===== src/rtl/counter_monitor.sv =====
// Receive-side checker for a WIDTH-bit up-counter with synchronous active-low reset and
// an all-ones shortcut: predicts each observed value, flags and counts mismatches and wraps.
module counter_monitor #(
    parameter int WIDTH     = 4,
    parameter int ERR_CNT_W = 8
) (
    input  logic                 clk,
    input  logic                 rst,
    input  logic                 dut_rst_n,
    input  logic                 dut_shortcut,
    input  logic [WIDTH-1:0]     dut_out,
    output logic [WIDTH-1:0]     exp_out,
    output logic                 exp_valid,
    output logic                 mismatch,
    output logic                 err_sticky,
    output logic [ERR_CNT_W-1:0] err_count,
    output logic [ERR_CNT_W-1:0] wrap_count,
    output logic [1:0]           state
);

    typedef enum logic [1:0] {
        ST_SYNC  = 2'b00,
        ST_TRACK = 2'b01,
        ST_ERROR = 2'b10
    } state_t;

    state_t               r_state;
    state_t               w_state_next;
    logic [WIDTH-1:0]     r_exp_out,    w_exp_out_next;
    logic                 r_exp_valid,  w_exp_valid_next;
    logic                 r_mismatch,   w_mismatch_next;
    logic                 r_err_sticky, w_err_sticky_next;
    logic [ERR_CNT_W-1:0] r_err_count,  w_err_count_next;
    logic [ERR_CNT_W-1:0] r_wrap_count, w_wrap_count_next;

    logic [WIDTH-1:0]     w_nxt;
    logic                 w_wrap_path;
    logic                 w_differ;

    // Counter reset has priority over the shortcut; otherwise count modulo 2**WIDTH.
    assign w_nxt       = !dut_rst_n   ? '0 :
                         dut_shortcut ? '1 : WIDTH'(dut_out + WIDTH'(1));
    assign w_wrap_path = dut_rst_n && !dut_shortcut && (dut_out == '1);
    assign w_differ    = (dut_out != r_exp_out);

    always_comb begin
        w_state_next      = r_state;
        w_exp_out_next    = r_exp_out;
        w_exp_valid_next  = r_exp_valid;
        w_mismatch_next   = 1'b0;
        w_err_sticky_next = r_err_sticky;
        w_err_count_next  = r_err_count;
        w_wrap_count_next = r_wrap_count;
        case (r_state)
            ST_SYNC: begin
                w_exp_out_next   = w_nxt;
                w_exp_valid_next = 1'b1;
                w_state_next     = ST_TRACK;
                if (w_wrap_path && (r_wrap_count != '1))
                    w_wrap_count_next = r_wrap_count + ERR_CNT_W'(1);
            end
            ST_TRACK, ST_ERROR: begin
                // Always resync to the observed value so one glitch is reported once.
                w_exp_out_next = w_nxt;
                if (w_differ) begin
                    w_mismatch_next   = 1'b1;
                    w_err_sticky_next = 1'b1;
                    w_state_next      = ST_ERROR;
                    if (r_err_count != '1)
                        w_err_count_next = r_err_count + ERR_CNT_W'(1);
                end else if (w_wrap_path && (r_wrap_count != '1)) begin
                    w_wrap_count_next = r_wrap_count + ERR_CNT_W'(1);
                end
            end
            default: begin
                w_state_next = ST_SYNC;
            end
        endcase
    end

    always_ff @(posedge clk) begin
        if (rst) begin
            r_state      <= ST_SYNC;
            r_exp_out    <= '0;
            r_exp_valid  <= 1'b0;
            r_mismatch   <= 1'b0;
            r_err_sticky <= 1'b0;
            r_err_count  <= '0;
            r_wrap_count <= '0;
        end else begin
            r_state      <= w_state_next;
            r_exp_out    <= w_exp_out_next;
            r_exp_valid  <= w_exp_valid_next;
            r_mismatch   <= w_mismatch_next;
            r_err_sticky <= w_err_sticky_next;
            r_err_count  <= w_err_count_next;
            r_wrap_count <= w_wrap_count_next;
        end
    end

    assign state      = r_state;
    assign exp_out    = r_exp_out;
    assign exp_valid  = r_exp_valid;
    assign mismatch   = r_mismatch;
    assign err_sticky = r_err_sticky;
    assign err_count  = r_err_count;
    assign wrap_count = r_wrap_count;

endmodule


===== config.mk =====
export PLATFORM = sky130hd
export DESIGN_NAME = counter_monitor
export DESIGN_NICKNAME = d
export VERILOG_FILES = /design/src/rtl/counter_monitor.sv
export SDC_FILE = /design/constraint.sdc
export NUM_CORES = 1
export LEC_CHECK = 0
export CORE_UTILIZATION = 48
export DETAILED_ROUTE_END_ITERATION = 10
export PLACE_DENSITY = 0.78
export SYNTH_ARGS = -nofsm -noshare
export SYNTH_HDL_FRONTEND = slang
export SYNTH_SLANG_ARGS = --single-unit

===== constraint.sdc =====
create_clock -name clk -period 2.7 [get_ports clk]
set_clock_uncertainty 0.1 [all_clocks]
set_input_delay 0.675 -clock clk [delete_from_list [all_inputs] [get_ports clk]]
set_output_delay 0.675 -clock clk [all_outputs]
set_load 0.05 [all_outputs]

==> metrics.md <==
| Metric | Value |
|---|---|
| Drt total wl | `3110 um` |
| Most frequent cells in the layout | `32 x sky130_fd_sc_hd__clkdlybuf4s50_1, 25 x sky130_fd_sc_hd__dfxtp_1, 19 x sky130_fd_sc_hd__a21oi_1, 13 x sky130_fd_sc_hd__buf_4, 12 x sky130_fd_sc_hd__nor2_1` |
| Crit end category | `flop` |
| Unrepaired setup endpoints after global routing | `no` |
| Number of distinct library cell variants in the gate-level netlist after synthesis | `32` |
| Clk Latency, worst-skew pair | `0.31 ns` |
| Detailed placement HPWL | `2370 um` |
| All-layer global routing usage | `0.238` |
| Parity-gate share of the synthesized area counting xor and xnor cells | `0.0413` |
| Routability congestion estimate | `0.779` |
| Buffer count from post-CTS setup fixing | `0` |
| Routed via count | `1301` |
| CTS tree | `yes` |
| R2r startpoint | `state[0]$_SDFFE_PP0P_` |
| Final count of pins violating max slew | `0` |
| Mux contribution to synthesized area | `0.0246` |
| Initial Util | `0.510` |
| Sink count of the clock tree | `25` |
| Net count reported at finish | `207` |
| Area Overhead vs Synth | `38.1%` |
| Number of instances in the synthesized netlist | `148` |
| Slowest cell delay on critical path | `0.55 ns` |
| Fill count | `224` |
| Via count of the first global-routing pass | `1153` |
| Class of the worst hold path | `flop to flop` |
| Multi-input combinational cell area | `733 um^2` |
| Layout cell share with drive strength beyond 1 | `0.115` |
| Routed Antenna Nets | `0` |
| Simple-gate share of the synthesized area | `0.241` |
| Maximum level of the CTS H-tree | `1` |
| DR vias/cell | `5.86` |
| Clock slew seen by the registers of the worst setup and hold paths | `0.14 ns` |
| Reg2Reg Depth | `6` |
| Count of antenna diodes in the layout | `0` |
| Largest net degree at the start of global routing | `16` |
| Max rail drop VDD | `0.000467 V` |
| Sum of overflow across all layers after global routing | `0` |
| Data arrival, critical path | `2.56 ns` |
| Clock period minus worst slack | `2.45 ns` |
| Port buffer count | `32` |
| Dominant combinational cell family by area after synthesis | `simple AND/OR/NAND/NOR gates` |
| Register area | `500 um^2` |
| Most common library cell in the layout ignoring fill and taps | `sky130_fd_sc_hd__clkdlybuf4s50_1` |
| Share of synthesized registers carrying an async set or reset | `0` |
| Cells along the critical path | `clkdlybuf4s50_1 -> xor2_1 -> o41a_1 -> nor4_1 -> mux2_2` |
| Share of the clock period used by the worst path after layout | `0.907` |
| Remaining max-slew budget at the tightest pin | `0.546` |
| Worst Path Max Fanout | `10` |
| Finished Cell Area | `1760 um^2` |
| Number of ports placed on the die boundary | `33` |
| Share of synthesized area occupied by flip-flops and latches | `0.393` |
| Run status | `finished clean` |
| Placed inst area | `1730 um^2` |
| Number of buffers inserted during clock tree synthesis | `3` |
| Leakage | `0.625 nW` |
| WL/cell | `14.0 um` |
| DIE WIDTH | `53.5 um` |
| #FFs+latches synth | `25` |
| Transition time of the tightest slew-check pin | `0.678 ns` |
| Hold Crit Start | `err_sticky$_SDFFE_PP0P_` |
| Share of synthesized cell area in full adder, half adder and majority cells | `0.0589` |
| Synthesis warning total | `0` |
| Number of placement rows | `18` |
| Root buffer cell | `sky130_fd_sc_hd__clkbuf_4` |
| Deepest clock path buffer count | `2` |
| Core Region | `2500 um^2` |
| Launch point of the worst path | `dut_out[3]` |
| Endpoint of the worst hold-timing path | `err_sticky$_SDFFE_PP0P_` |
| Antenna violations before repair | `0` |
| Total power per unit cell area | `590 nW/um^2` |
| Critical path class | `input pin to flop` |
| Post-synthesis average cell area | `8.61 um^2` |
| Prevailing post-synth register cell | `sky130_fd_sc_hd__dfxtp_1` |
| Global-route wire length before repair | `4970 um` |
| Cts-stage hold buffer count | `0` |
| Full die area | `2860 um^2` |
| Depth of the worst hold-timing path | `2` |
| Number of gates resized after CTS | `0` |
| Number of nets in the synthesized netlist | `162` |
| Setup violators final | `0` |
| Capturing point of the worst reg2reg path | `wrap_count[6]$_SDFFE_PP0P_` |
| Count of flip-flops with a built-in enable after synthesis | `0` |
| Crit path launch type | `input pin` |
| Initial detailed-routing violation count | `31` |
| Reg2Reg Setup Slack | `0.49 ns` |
| Critical Path RT | `2.82 ns` |
| Final count of hold timing violations | `0` |
| Mapped cell area | `1270 um^2` |
| Standard cell with the maximum stage delay on the critical path | `sky130_fd_sc_hd__o41a_1` |
| Max-cap viol count | `0` |
| Final routed DRC violation total | `0` |
| Final design utilization | `0.704` |
| Post-synthesis compound-gate area fraction | `0.204` |
| Die extent in y | `53.5 um` |
| DRT Pass-1 Iters | `4` |
| Max Clk Rate | `408 MHz` |
-- synthesized netlist by cell type, types with 2 or more instances --
master	number	area, um^2
sky130_fd_sc_hd__nand4_1	4	25.0
sky130_fd_sc_hd__dfxtp_1	25	500
sky130_fd_sc_hd__nor4_1	2	12.5
sky130_fd_sc_hd__nor2_1	12	45.0
sky130_fd_sc_hd__inv_1	6	22.5
sky130_fd_sc_hd__nand2_1	6	22.5
sky130_fd_sc_hd__ha_1	6	75.1
sky130_fd_sc_hd__o31ai_1	10	75.1
sky130_fd_sc_hd__clkbuf_1	4	15.0
sky130_fd_sc_hd__xor2_1	5	43.8
sky130_fd_sc_hd__nand3_1	8	40.0
sky130_fd_sc_hd__or4_1	9	67.6
sky130_fd_sc_hd__buf_2	2	10.0
sky130_fd_sc_hd__a21oi_1	19	95.1
sky130_fd_sc_hd__mux2i_1	2	20.0
sky130_fd_sc_hd__o21ai_0	3	15.0
sky130_fd_sc_hd__nand2b_1	5	31.3
sky130_fd_sc_hd__o211ai_1	4	30.0
sky130_fd_sc_hd__or3_1	3	18.8
-- worst max-delay path by stage --
stage | end | slack (ns)
after floorplan | wrap_count[5]$_SDFFE_PP0P_ | 0.35
after global placement | wrap_count[5]$_SDFFE_PP0P_ | -0.06
after detailed placement | wrap_count[5]$_SDFFE_PP0P_ | -0.08
after CTS | wrap_count[5]$_SDFFE_PP0P_ | 0.27
after global routing | wrap_count[5]$_SDFFE_PP0P_ | 0.14
final | wrap_count[5]$_SDFFE_PP0P_ | 0.25
-- cell families after synthesis --
logic type,count (synthesis)
and+or+nand+nor,55
DFF,25
adders and majority gates,6
muxes,3
AOI/OAI and AO/OA,41
buffers and inverters,12
xor gates and xnor gates,6
-- layout make-up --
class / count / area share
Sequential cell: 25 / 0.284
Timing Repair Buffer: 46 / 0.249
Clock inverter: 1 / 0.00284
Tap cell: 30 / 0.0213
Clock buffer: 3 / 0.0128
Multi-Input combinational cell: 111 / 0.417
Inverter: 6 / 0.0128
-- worst max-delay path: cells and delay by family --
family | cells | cell delay [ns]
xor gates and xnor gates | 1 | 0.18
buffers and inverters | 1 | 0.47
muxes | 1 | 0.36
and+or+nand+nor | 1 | 0.33
AOI/OAI and AO/OA | 1 | 0.55
-- routing by layer --
layer | global-route usage | wire length [um]
met2 | 0.423 | 1610
met1 | 0.285 | 1360
met4 | 0.0702 | 36
met5 | 0 | 0
met3 | 0.0489 | 103
-- flip-flops by register name (all words and copies together), names as in the netlist --
name	flops
exp_valid	1
err_count	8
exp_out	4
wrap_count	8
mismatch	1
state	2
err_sticky	1
-- where the power goes --
| part | total (mW) | switching (mW) | internal, mW |
|---|---|---|---|
| clock network | 0.166 | 0.110 | 0.0552 |
| registers | 0.433 | 0.0292 | 0.404 |
| logic | 0.439 | 0.274 | 0.165 |
-- through the flow --
stage	worst slack [ns]	TNS [ns]	cells	hold WS, ns	total power [mW]
after floorplan	0.346	0	148	0.588	0.719
after global placement	-0.0635	-0.0992	218	0.354	0.861
after detailed placement	-0.0786	-0.250	218	0.363	0.878
after CTS	0.265	0	222	0.400	1.04
after global routing	0.142	0	222	0.422	1.11
final	0.251	0	222	0.398	1.04
Power figures use the tool's default switching activity.
